**src/rtl/daw_pkg.sv**
```systemverilog
// Shared audio-effect types and default widths.
package daw_pkg;

    localparam int DEFAULT_WIDTH    = 16;
    localparam int DEFAULT_CHANNELS = 2;
    localparam int DEFAULT_HOLD_W   = 8;

    typedef enum logic [1:0] {
        MODE_BYPASS     = 2'b00,
        MODE_CRUSH      = 2'b01,
        MODE_CLIP       = 2'b10,
        MODE_CRUSH_CLIP = 2'b11
    } crush_mode_t;

endpackage

```
**src/rtl/crush_channel.sv**
```systemverilog
// Combinational bit-crush and symmetric clip for a single signed sample.
module crush_channel
    import daw_pkg::*;
#(
    parameter int WIDTH = DEFAULT_WIDTH
) (
    input  logic                        active,
    input  crush_mode_t                 mode,
    input  logic [$clog2(WIDTH)-1:0]    crush_bits,
    input  logic [WIDTH-2:0]            clip_level,
    input  logic signed [WIDTH-1:0]     sample,
    output logic signed [WIDTH-1:0]     result
);

    localparam int CB_W = $clog2(WIDTH);
    localparam logic [CB_W-1:0] MAX_SHIFT = CB_W'(WIDTH - 1);

    logic [CB_W-1:0]          shift;
    logic [WIDTH-1:0]         mask;
    logic signed [WIDTH-1:0]  crushed;
    logic signed [WIDTH-1:0]  clip_src;
    logic signed [WIDTH-1:0]  clipped;
    logic signed [WIDTH-1:0]  pos_lim;
    logic signed [WIDTH-1:0]  neg_lim;

    always_comb begin
        shift = crush_bits;
        if (crush_bits > MAX_SHIFT) begin
            shift = MAX_SHIFT;
        end
        mask    = {WIDTH{1'b1}} << shift;
        crushed = sample & mask;

        // Clip input is the crushed value only in the chained mode.
        clip_src = (mode == MODE_CRUSH_CLIP) ? crushed : sample;
        pos_lim  = $signed({1'b0, clip_level});
        neg_lim  = -pos_lim;
        clipped  = clip_src;
        if (clip_src > pos_lim) begin
            clipped = pos_lim;
        end else if (clip_src < neg_lim) begin
            clipped = neg_lim;
        end

        result = sample;
        if (active) begin
            case (mode)
                MODE_CRUSH:      result = crushed;
                MODE_CLIP:       result = clipped;
                MODE_CRUSH_CLIP: result = clipped;
                default:         result = sample;
            endcase
        end
    end

endmodule

```
**src/rtl/bitcrusher.sv**
```systemverilog
// Multichannel bitcrusher: sample-hold decimation stage followed by a
// registered crush/clip stage.
module bitcrusher
    import daw_pkg::*;
#(
    parameter int WIDTH    = DEFAULT_WIDTH,
    parameter int CHANNELS = DEFAULT_CHANNELS,
    parameter int HOLD_W   = DEFAULT_HOLD_W
) (
    input  logic                        clk_in,
    input  logic                        rst_in,
    input  logic                        enable,
    input  logic [1:0]                  mode,
    input  logic [$clog2(WIDTH)-1:0]    crush_bits,
    input  logic [WIDTH-2:0]            clip_level,
    input  logic [HOLD_W-1:0]           hold_count,
    input  logic                        valid_in,
    input  logic [CHANNELS*WIDTH-1:0]   data_in,
    output logic                        valid_out,
    output logic [CHANNELS*WIDTH-1:0]   data_out
);

    // valid_in and valid_out are single-cycle strobes with no ready:
    // every valid_in beat produces exactly one valid_out beat two cycles later.

    logic [CHANNELS*WIDTH-1:0] hold_reg;
    logic [HOLD_W-1:0]         hold_cnt;
    logic                      s1_valid;
    logic [CHANNELS*WIDTH-1:0] processed;
    logic                      active;
    crush_mode_t               mode_e;

    assign mode_e = crush_mode_t'(mode);
    assign active = enable && (mode_e != MODE_BYPASS);

    always_ff @(posedge clk_in or negedge rst_in) begin
        if (!rst_in) begin
            hold_reg <= '0;
            hold_cnt <= '0;
            s1_valid <= 1'b0;
        end else begin
            s1_valid <= valid_in;
            if (!enable) begin
                hold_cnt <= '0;
                if (valid_in) begin
                    hold_reg <= data_in;
                end
            end else if (valid_in) begin
                // hold_count is only looked at on reload, so mid-hold edits wait.
                if (hold_cnt == '0) begin
                    hold_reg <= data_in;
                    hold_cnt <= hold_count;
                end else begin
                    hold_cnt <= hold_cnt - 1'b1;
                end
            end
        end
    end

    for (genvar ch = 0; ch < CHANNELS; ch++) begin : g_ch
        crush_channel #(
            .WIDTH (WIDTH)
        ) u_crush (
            .active     (active),
            .mode       (mode_e),
            .crush_bits (crush_bits),
            .clip_level (clip_level),
            .sample     (hold_reg[ch*WIDTH +: WIDTH]),
            .result     (processed[ch*WIDTH +: WIDTH])
        );
    end

    always_ff @(posedge clk_in or negedge rst_in) begin
        if (!rst_in) begin
            valid_out <= 1'b0;
            data_out  <= '0;
        end else begin
            valid_out <= s1_valid;
            if (s1_valid) begin
                data_out <= processed;
            end
        end
    end

endmodule
```
**config.mk**
```make
export PLATFORM = sky130hd
export DESIGN_NAME = bitcrusher
export DESIGN_NICKNAME = d
export VERILOG_FILES = /design/src/rtl/daw_pkg.sv /design/src/rtl/crush_channel.sv /design/src/rtl/bitcrusher.sv
export SDC_FILE = /design/constraint.sdc
export NUM_CORES = 1
export LEC_CHECK = 0
export BUFFER_PORTS_ARGS = -buffer_cell sky130_fd_sc_hd__buf_2
export CAP_MARGIN = 20
export CORE_MARGIN = 2
export CORE_UTILIZATION = 35
export DETAILED_ROUTE_END_ITERATION = 7
export PLACE_DENSITY = 0.61
export RECOVER_POWER = 100
export SYNTH_ARGS = -nofsm -noshare
export SYNTH_HDL_FRONTEND = slang
export SYNTH_SLANG_ARGS = --single-unit
```
**constraint.sdc**
```tcl
create_clock -name clk_in -period 2.5 [get_ports clk_in]
set_input_delay 0.375 -clock clk_in [delete_from_list [all_inputs] [get_ports clk_in]]
set_output_delay 0.375 -clock clk_in [all_outputs]
set_load 0.01 [all_outputs]
```
# Word-level counts from Yosys, hierarchy flattened
# Index checks and enable logic that the tools add are counted.
# totals
in_bits	65
latch_bits	0
mem_bits_rw	0
wordCells	43
regBits	74
mem_count	0
out_inout_bits	33
romBits	0
# classes
shifts	1
eq_ne	5
multipliers	0
n_reduce_logical	5
n_addsub	2
div_mod_pow	0
mux	18
n_bitwise	2
order_cmp	5
# op_table
op	count
16-bit two-way mux	8
32-bit two-way mux	4
16-bit one-hot mux with 2 select lines	2
16-bit AND	2
16-bit greater-than comparator	2
16-bit less-than comparator	2
8-bit two-way mux	3
15-bit negator with 16-bit output	1
16-bit by 4-bit << shifter with 16-bit output, first input constant	1
8-bit logical NOT	1
8-bit by 1-bit subtractor with 8-bit output, second input constant	1
2-bit == test, second input constant	2
4-bit greater-than comparator, second input constant	1
4-bit two-way mux	1
2-bit by 1-bit != test with 1-bit output, second input constant	2
2-bit by 1-bit == test with 1-bit output, second input constant	1
2-bit AND reduction	1
2-bit nonzero test	1
2-bit OR reduction	1
1-bit logical AND	1

# Logic depth before layout (Yosys ltp)
# Gate-level depths: netlist of run 1.
# depth
depth_word	10
mapped_depth	17
mapped_depth_nobuf	15

# Modules after synthesis
# A second synthesis of run 1 with hierarchy kept.
# unflattened
cells_unflattened	769
hier_area_um2	7035.5
# modules_own_cells
mod	seq_area_each_um2	area_per_inst_um2	instances	cells_each
bitcrusher	1851.8	3199.3	1	207
crush_channel (g_ch[0].u_crush)	0.0	1920.6	1	285
crush_channel (g_ch[1].u_crush)	0.0	1915.6	1	277

# Worst setup path before layout of run 1
# Ideal clock, no wire load.
# synth_path
kind	input to register
startpoint	input port clip_level[2]
endpoint	register data_out[18]
path_stages	16
required_time_ns	2.423
setup_slack_ns	-0.814
setup_ns	0.077
t_arrival_ns	3.237
cell_sequence	buf_2 > nor3_2 > nand3_1 > nor2_1 > nand2_1 > nand2_1 > nand2_1 > ha_1 > a21o_1 > a21o_1 > nor3b_1 > o211ai_1 > clkbuf_1 > o311ai_0 > o211ai_1 > a21oi_1
# synth_between
elab_chain_cells	6
# synth_rtl
item	line	text
from (decl)	bitcrusher.sv:15	input logic [WIDTH-2:0] clip_level,
15-bit negator with 16-bit output	crush_channel.sv:37	neg_lim = -pos_lim;
16-bit less-than comparator	crush_channel.sv:41	end else if (clip_src < neg_lim) begin
16-bit two-way mux	crush_channel.sv:41	
16-bit two-way mux *	crush_channel.sv:39	if (clip_src > pos_lim) begin
16-bit one-hot mux with 2 select lines *	crush_channel.sv:47	case (mode)
16-bit two-way mux *	crush_channel.sv:46	if (active) begin
to (signal assigned)	bitcrusher.sv:80	data_out <= processed;
to (decl)	bitcrusher.sv:20	output logic [CHANNELS*WIDTH-1:0] data_out
# Mark *: on every way between the ends. The rest lies on a longest branch, timed or not.
# A chain may end at the register's enable or synchronous reset.

# Worst setup path in the final report of run 1
# layout_path
startpoint	input port clip_level[0]
endpoint	register data_out[21]
# The elaborated chain is that of the path after synthesis.

==> results of run 1 <==
[power breakdown]
part	internal [uW]	switching, uW	total (uW)
logic	2430	2430	4860
registers	1570	285	1860
clock network	822	515	1340
total	4820	3230	8050
[path summary, 6_finish.rpt]
path / end / slack [ns]
setup reg to reg: data_out[9]$_DFFE_PN0P_ / -0.29
setup / recovery: data_out[21]$_DFFE_PN0P_ / -0.60
min in group asynchronous: data_out[15]$_DFFE_PN0P_ / 0.62
max in group asynchronous: s1_valid$_DFF_PN0_ / 0.27
hold / removal: hold_reg[15]$_DFFE_PN0P_ / 0.27
hold reg to reg: data_out[1]$_DFFE_PN0P_ / 0.53
[through the flow]
| step | power, uW | hold slack (ns) | area (um2) | std cells | util (%) |
|---|---|---|---|---|---|
| floorplan | 4110 | 0.0794 | 6200 | 698 | - |
| global placement | 5800 | 0.378 | 8130 | 1158 | 48.9 |
| detailed placement | 5850 | 0.377 | 8130 | 1158 | 48.9 |
| CTS | 7810 | 0.0183 | 9050 | 1200 | 54.4 |
| global route | 8530 | 0.267 | 9270 | 1215 | 55.7 |
| finish | 8050 | 0.266 | 9270 | 1215 | 55.7 |
[cells in the mapped netlist (5+ instances only)]
cell type,n
inv_1,34
mux2_2,34
mux2i_1,12
nor4_1,6
clkbuf_1,25
o22a_1,5
nor2_1,59
o211ai_1,25
nand3_1,20
dfrtp_1,74
nand2_1,57
a21o_1,14
a211oi_1,10
nor2b_1,14
and3_1,5
o21ai_1,5
and2_1,11
xnor2_1,9
o21ai_0,50
nand4_1,9
nor3_1,5
a21oi_1,76
a22oi_1,9
ha_1,63
[layer usage]
layer  GRT usage, %  up-vias
met3           3.68       42
met5              0        -
met2           37.9      282
met4           8.30        0
li1               -     3170
met1           36.6     3196
[placed cells by master (no fill, tap or decap), drive strengths merged, types with 5 or more instances in the layout]
master | netlist | layout
nor3 | 6 | 6
a22oi | 9 | 9
a21o | 14 | 14
a211oi | 10 | 10
nand2 | 57 | 57
ha | 63 | 63
nor2b | 14 | 14
buf | 9 | 273
and3 | 5 | 6
inv | 34 | 31
mux2 | 34 | 34
a21oi | 76 | 76
xnor2 | 9 | 9
o22a | 5 | 5
nand4 | 9 | 9
nand3 | 20 | 20
nor4 | 7 | 7
dfrtp | 74 | 74
nor2 | 59 | 59
mux2i | 12 | 12
o21ai | 55 | 55
and2 | 11 | 11
o211ai | 26 | 26
clkinv | 2 | 5
clkbuf | 25 | 50
[final cells by class]
| type | instances | area, um2 |
|---|---|---|
| clock inverter | 5 | 52.6 |
| timing repair buffer | 312 | 2290 |
| clock buffer | 11 | 253 |
| sequential | 74 | 1850 |
| multi-input combinational | 557 | 4400 |
| fill | 1503 | 7370 |
| tap | 220 | 275 |
| inverter | 36 | 154 |
[cell families after synthesis]
family,Yosys count,synth area share [%]
AO/OA/AOI/OAI,232,24.5
XOR/XNOR,10,1.47
adder cells (fa/ha/maj),63,13.2
buffers and inverters,70,5.03
flip-flops,74,31.0
multiplexers,46,8.42
AND/OR/NAND/NOR,203,16.4
[repair_timing]
action                                  4_1_cts  5_1_grt
gates resized for setup                      98       47
endpoints found under the setup margin       32       32
pin swaps                                    55       51
buffers inserted                             21       14
endpoints found under the hold margin         0        0
cloned                                        5        2
==> run summary, run 1 <==
register area share after synthesis -> 31.0%
Initial DRC Count -> 473
CP startpoint -> clip_level[0]
worst skew pair latency -> 0.34 ns
I/O pin cnt -> 98
CTS tree -> yes
Fin. Hold Viols -> 0
Period Utilization, post-route -> 124%
num rows -> 47
initial antenna violation count -> 0
Port Buffers -> 97
Buf+Inv Stages, Crit Path -> 6
crit path max-delay cell type -> o211ai_1
grt total ovfl -> 0
Worst Tran Pin Value -> 2.08 ns
Highest Clock Rate -> 0.322 GHz
die width -> 135 um
final weighted congestion in routability-driven placement -> 0.966
full die area -> 18100 um2
Post-synth EDFFs -> 0
CTS Buf Count -> 9
met3 WL -> 1710 um
Worst-path clk slew -> 0.06 ns
Wirelength per Cell -> 19.1 um
PwrDens -> 868 nW/um2
M1 WL -> 10300 um
Yosys top cell by area -> dfrtp_1
DRC -> 0
CP startpoint kind -> input pin
most frequent cell on the critical path -> buf_4
met2 wire length -> 10500 um
Total Wirelength -> 23200 um
Mapped Avg Cell Area -> 8.56 um2
Ys Warns -> 0
clock sink count -> 74
Final Worst Setup Slack -> -0.604 ns
Worst EP arrival -> 3.31 ns
cell family with most CP delay -> compound AO/OA/AOI/OAI gates
root buf cell -> clkbuf_16
critical path data required time -> 2.71 ns
prevailing post-synth register cell -> dfrtp_1
Nets -> 1118
Post-Place Worst Slack -> -1.19 ns
maximum vdd drop -> 494 uV
total track usage -> 25.1%
HP Start -> data_in[15]
worst-path maximum fanout -> 11
WHS Path Cells -> 2
FF-to-FF Start -> hold_reg[3]$_DFFE_PN0P_
vias -> 6690
H-tree Lvls -> 3
crit-path cells -> buf_2 -> clkinvlp_4 -> ha_4 -> buf_4 -> a31o_2 -> nand2_1 -> buf_4 -> ha_1 -> a211oi_2 -> o21bai_1 -> o211ai_1 -> o211ai_1 -> buf_4 -> buf_6 -> nand2_1 -> o21ai_0 -> a22oi_1 -> o22ai_1
first-pass GRT wire length -> 35000 um
CP max stage delay -> 0.26 ns
ANT cells -> 0
HPWL Detailed -> 17000 um
drt via density -> 5.51
Initial Util -> 35.9%
violated checks -> capacitance limit, slew limit, setup timing
Synth top area share -> 31.0%
setup_tns -> -15.93 ns
Hold/Removal Path Class -> in -> reg
vias in the first global route -> 6442
Longest Clk Path Bufs -> 2
asr flop ratio synth -> 100%
# setup viols final -> 32
CP endpoint kind -> flip-flop
Mapped Cells -> 698
RSZ-0062 raised after global routing -> yes
fraction of layout cells with a size suffix above 1 -> 42.4%
crit path time final -> 3.10 ns
TritonRoute pass-1 iters -> 5
post-synth cell types -> 64
max-cap violations -> 1
area grow syn2layout -> 55.2%
CP Class -> in -> reg
top cells by area, synth -> dfrtp_1, ha_1, mux2_2
Relative slew margins -> -38.5%
Leakage -> 0.00425 uW
highest routed layer -> met4
core area -> 16600 um2
register bit total from synthesis -> 74
Crit path depth -> 18
Synth Cell Area -> 5970 um2
Final Skew -> 0.00730 ns
antenna-violating nets left -> 0
largest net degree at the start of global routing -> 43
Pins Over Slew Limit -> 40
Die H -> 135 um
Post-CTS Hold Fix Bufs -> 0
Reg2Reg Depth -> 13
status -> finished, violations left
Mapped Nets -> 826
Note: power is estimated with default switching activity, not from simulation.
==> run 2: changes to the inputs <==
Settings changed: REMOVE_ABC_BUFFERS from default to 1.
==> run 2 against run 1 <==
Against the previous run: the run ends with setup timing left; fmax rose by 1.3%; first-iteration DRC count shrank 16%; combinational power shrank 2%; non-clock buffer count decreased by 10; design area about the same; wire length shrank 3.0%; critical path type unchanged.
==> run summary, run 2 (synthesized netlist as in run 1, its figures left out) <==
Hold/Removal Path Class -> in -> reg
Final Skew -> 0.0124 ns
# setup viols final -> 32
Pins Over Slew Limit -> 0
die width -> 135 um
Post-Place Cell Area -> 7910 um2
Worst Tran Pin Value -> 0.929 ns
Initial Util -> 35.9%
crit-path cells -> buf_6 -> inv_4 -> nand4_1 -> buf_6 -> nor4_4 -> xnor2_2 -> ha_1 -> nand4_1 -> a21oi_2 -> or3_4 -> o31ai_4 -> buf_12 -> buf_6 -> mux2i_2 -> a2bb2oi_2 -> o22ai_1
full die area -> 18100 um2
CP endpoint kind -> flip-flop
worst skew pair latency -> 0.36 ns
critical path data required time -> 2.78 ns
post-layout instance area -> 9270 um2
Filler cells -> 1495
area grow syn2layout -> 55.1%
setup_tns -> -14.47 ns
CP max stage delay -> 0.41 ns
RSZ-0062 raised after global routing -> yes
total track usage -> 24.4%
Relative slew margins -> 38.1%
largest net degree at the start of global routing -> 42
clock sink count -> 74
first-pass GRT wire length -> 34100 um
worst-path maximum fanout -> 8
CTS Buf Count -> 9
CP Class -> in -> reg
initial antenna violation count -> 0
CTS tree -> yes
Final Worst Setup Slack -> -0.564 ns
Reg2Reg Depth -> 12
storage element area -> 1850 um2
cell family with most CP delay -> simple AND/OR/NAND/NOR gates
area of the multi-input gates -> 4410 um2
Wirelength per Cell -> 18.7 um
Port Buffers -> 97
FF-to-FF Start -> hold_reg[3]$_DFFE_PN0P_
vias in the first global route -> 6401
DRC -> 0
vias -> 6477
Crit path depth -> 16
Initial DRC Count -> 396
CP startpoint kind -> input pin
Leakage -> 0.00426 uW
Buf+Inv Stages, Crit Path -> 5
final weighted congestion in routability-driven placement -> 0.912
root buf cell -> clkbuf_16
fraction of layout cells with a size suffix above 1 -> 42.2%
core area -> 16600 um2
Tot Pwr -> 8000 uW
Period Utilization, post-route -> 123%
I/O pin cnt -> 98
Highest Clock Rate -> 0.326 GHz
crit path max-delay cell type -> or3_4
maximum vdd drop -> 487 uV
Total Wirelength -> 22500 um
Worst EP arrival -> 3.34 ns
most frequent cells in the layout -> buf_4, dfrtp_1, a21oi_1
Fin. Hold Viols -> 0
Nets -> 1105
most common cell after layout, fill and taps aside -> buf_4
ANT cells -> 0
violated checks -> setup timing
PwrDens -> 864 nW/um2
grt total ovfl -> 0
H-tree Lvls -> 3
antenna-violating nets left -> 0
TritonRoute pass-1 iters -> 5
Worst-path clk slew -> 0.05 ns
status -> finished, violations left
max-cap violations -> 0
crit path time final -> 3.06 ns
HPWL Detailed -> 16700 um
Die H -> 135 um
CP startpoint -> clip_level[6]
WHS Path Cells -> 3
Longest Clk Path Bufs -> 2
HP Start -> data_in[2]
most frequent cell on the critical path -> buf_6
drt via density -> 5.40
num rows -> 47
## run 2: cell count changes in the layout (fill, tap and decap cells not counted), moves of 5 or more
cell     delta
o21ai_1     +8
buf_4      -14
buf_6       -6
nand2_1     -6
o21ai_0     -5
nand2_2     +6
## run 2: report_power, final
group          internal [uW]  switching (uW)
registers               1570             264
clock network            888             509
logic                   2480            2290
## run 2: worst paths after layout
| path | to | slack [ns] |
|---|---|---|
| hold / removal | hold_reg[2]$_DFFE_PN0P_ | 0.24 |
| setup / recovery | data_out[5]$_DFFE_PN0P_ | -0.56 |
| setup reg to reg | data_out[5]$_DFFE_PN0P_ | -0.32 |
| max in group asynchronous | hold_reg[2]$_DFFE_PN0P_ | 0.39 |
| hold reg to reg | data_out[1]$_DFFE_PN0P_ | 0.50 |
| min in group asynchronous | hold_cnt[6]$_DFFE_PN0P_ | 0.66 |
## run 2: per-layer routing
metal,vias up,share of wire (%),track usage [%]
li1,3139,-,-
met1,3114,43,32.0
met2,194,48,40.3
met3,30,6.4,6.19
met4,0,2.0,5.73
met5,-,0,0
## run 2: through the flow
stage | worst slack (ns) | hold slack (ns) | utilization [%] | instances
floorplan | -1.46 | 0.0794 | - | 664
global placement | -1.01 | 0.363 | 47.6 | 1147
detailed placement | -1.12 | 0.364 | 47.6 | 1147
CTS | -0.442 | 0.243 | 53.0 | 1182
global route | -0.704 | 0.247 | 55.7 | 1200
finish | -0.564 | 0.243 | 55.7 | 1200
## run 2: repair_timing
action	CTS	global route
pin swaps	68	66
gates cloned	1	1
endpoints found under the setup margin	32	32
gates resized for setup	110	93
hold buffers	1	0
buffers inserted	21	21
endpoints found under the hold margin	2	0
## run 2: cell type report
class,count,area share [%]
multi-input cells,554,47.5
well taps,220,2.97
flip-flops and latches,74,20.0
clock buffers,11,2.62
clock inverters,3,0.702
inverters,36,1.51
repair buffers,302,24.7
## run 2: worst min-delay path: stages
cell and delay, ns:
buf_2 0.08, nand2_1 0.03, o21ai_0 0.07
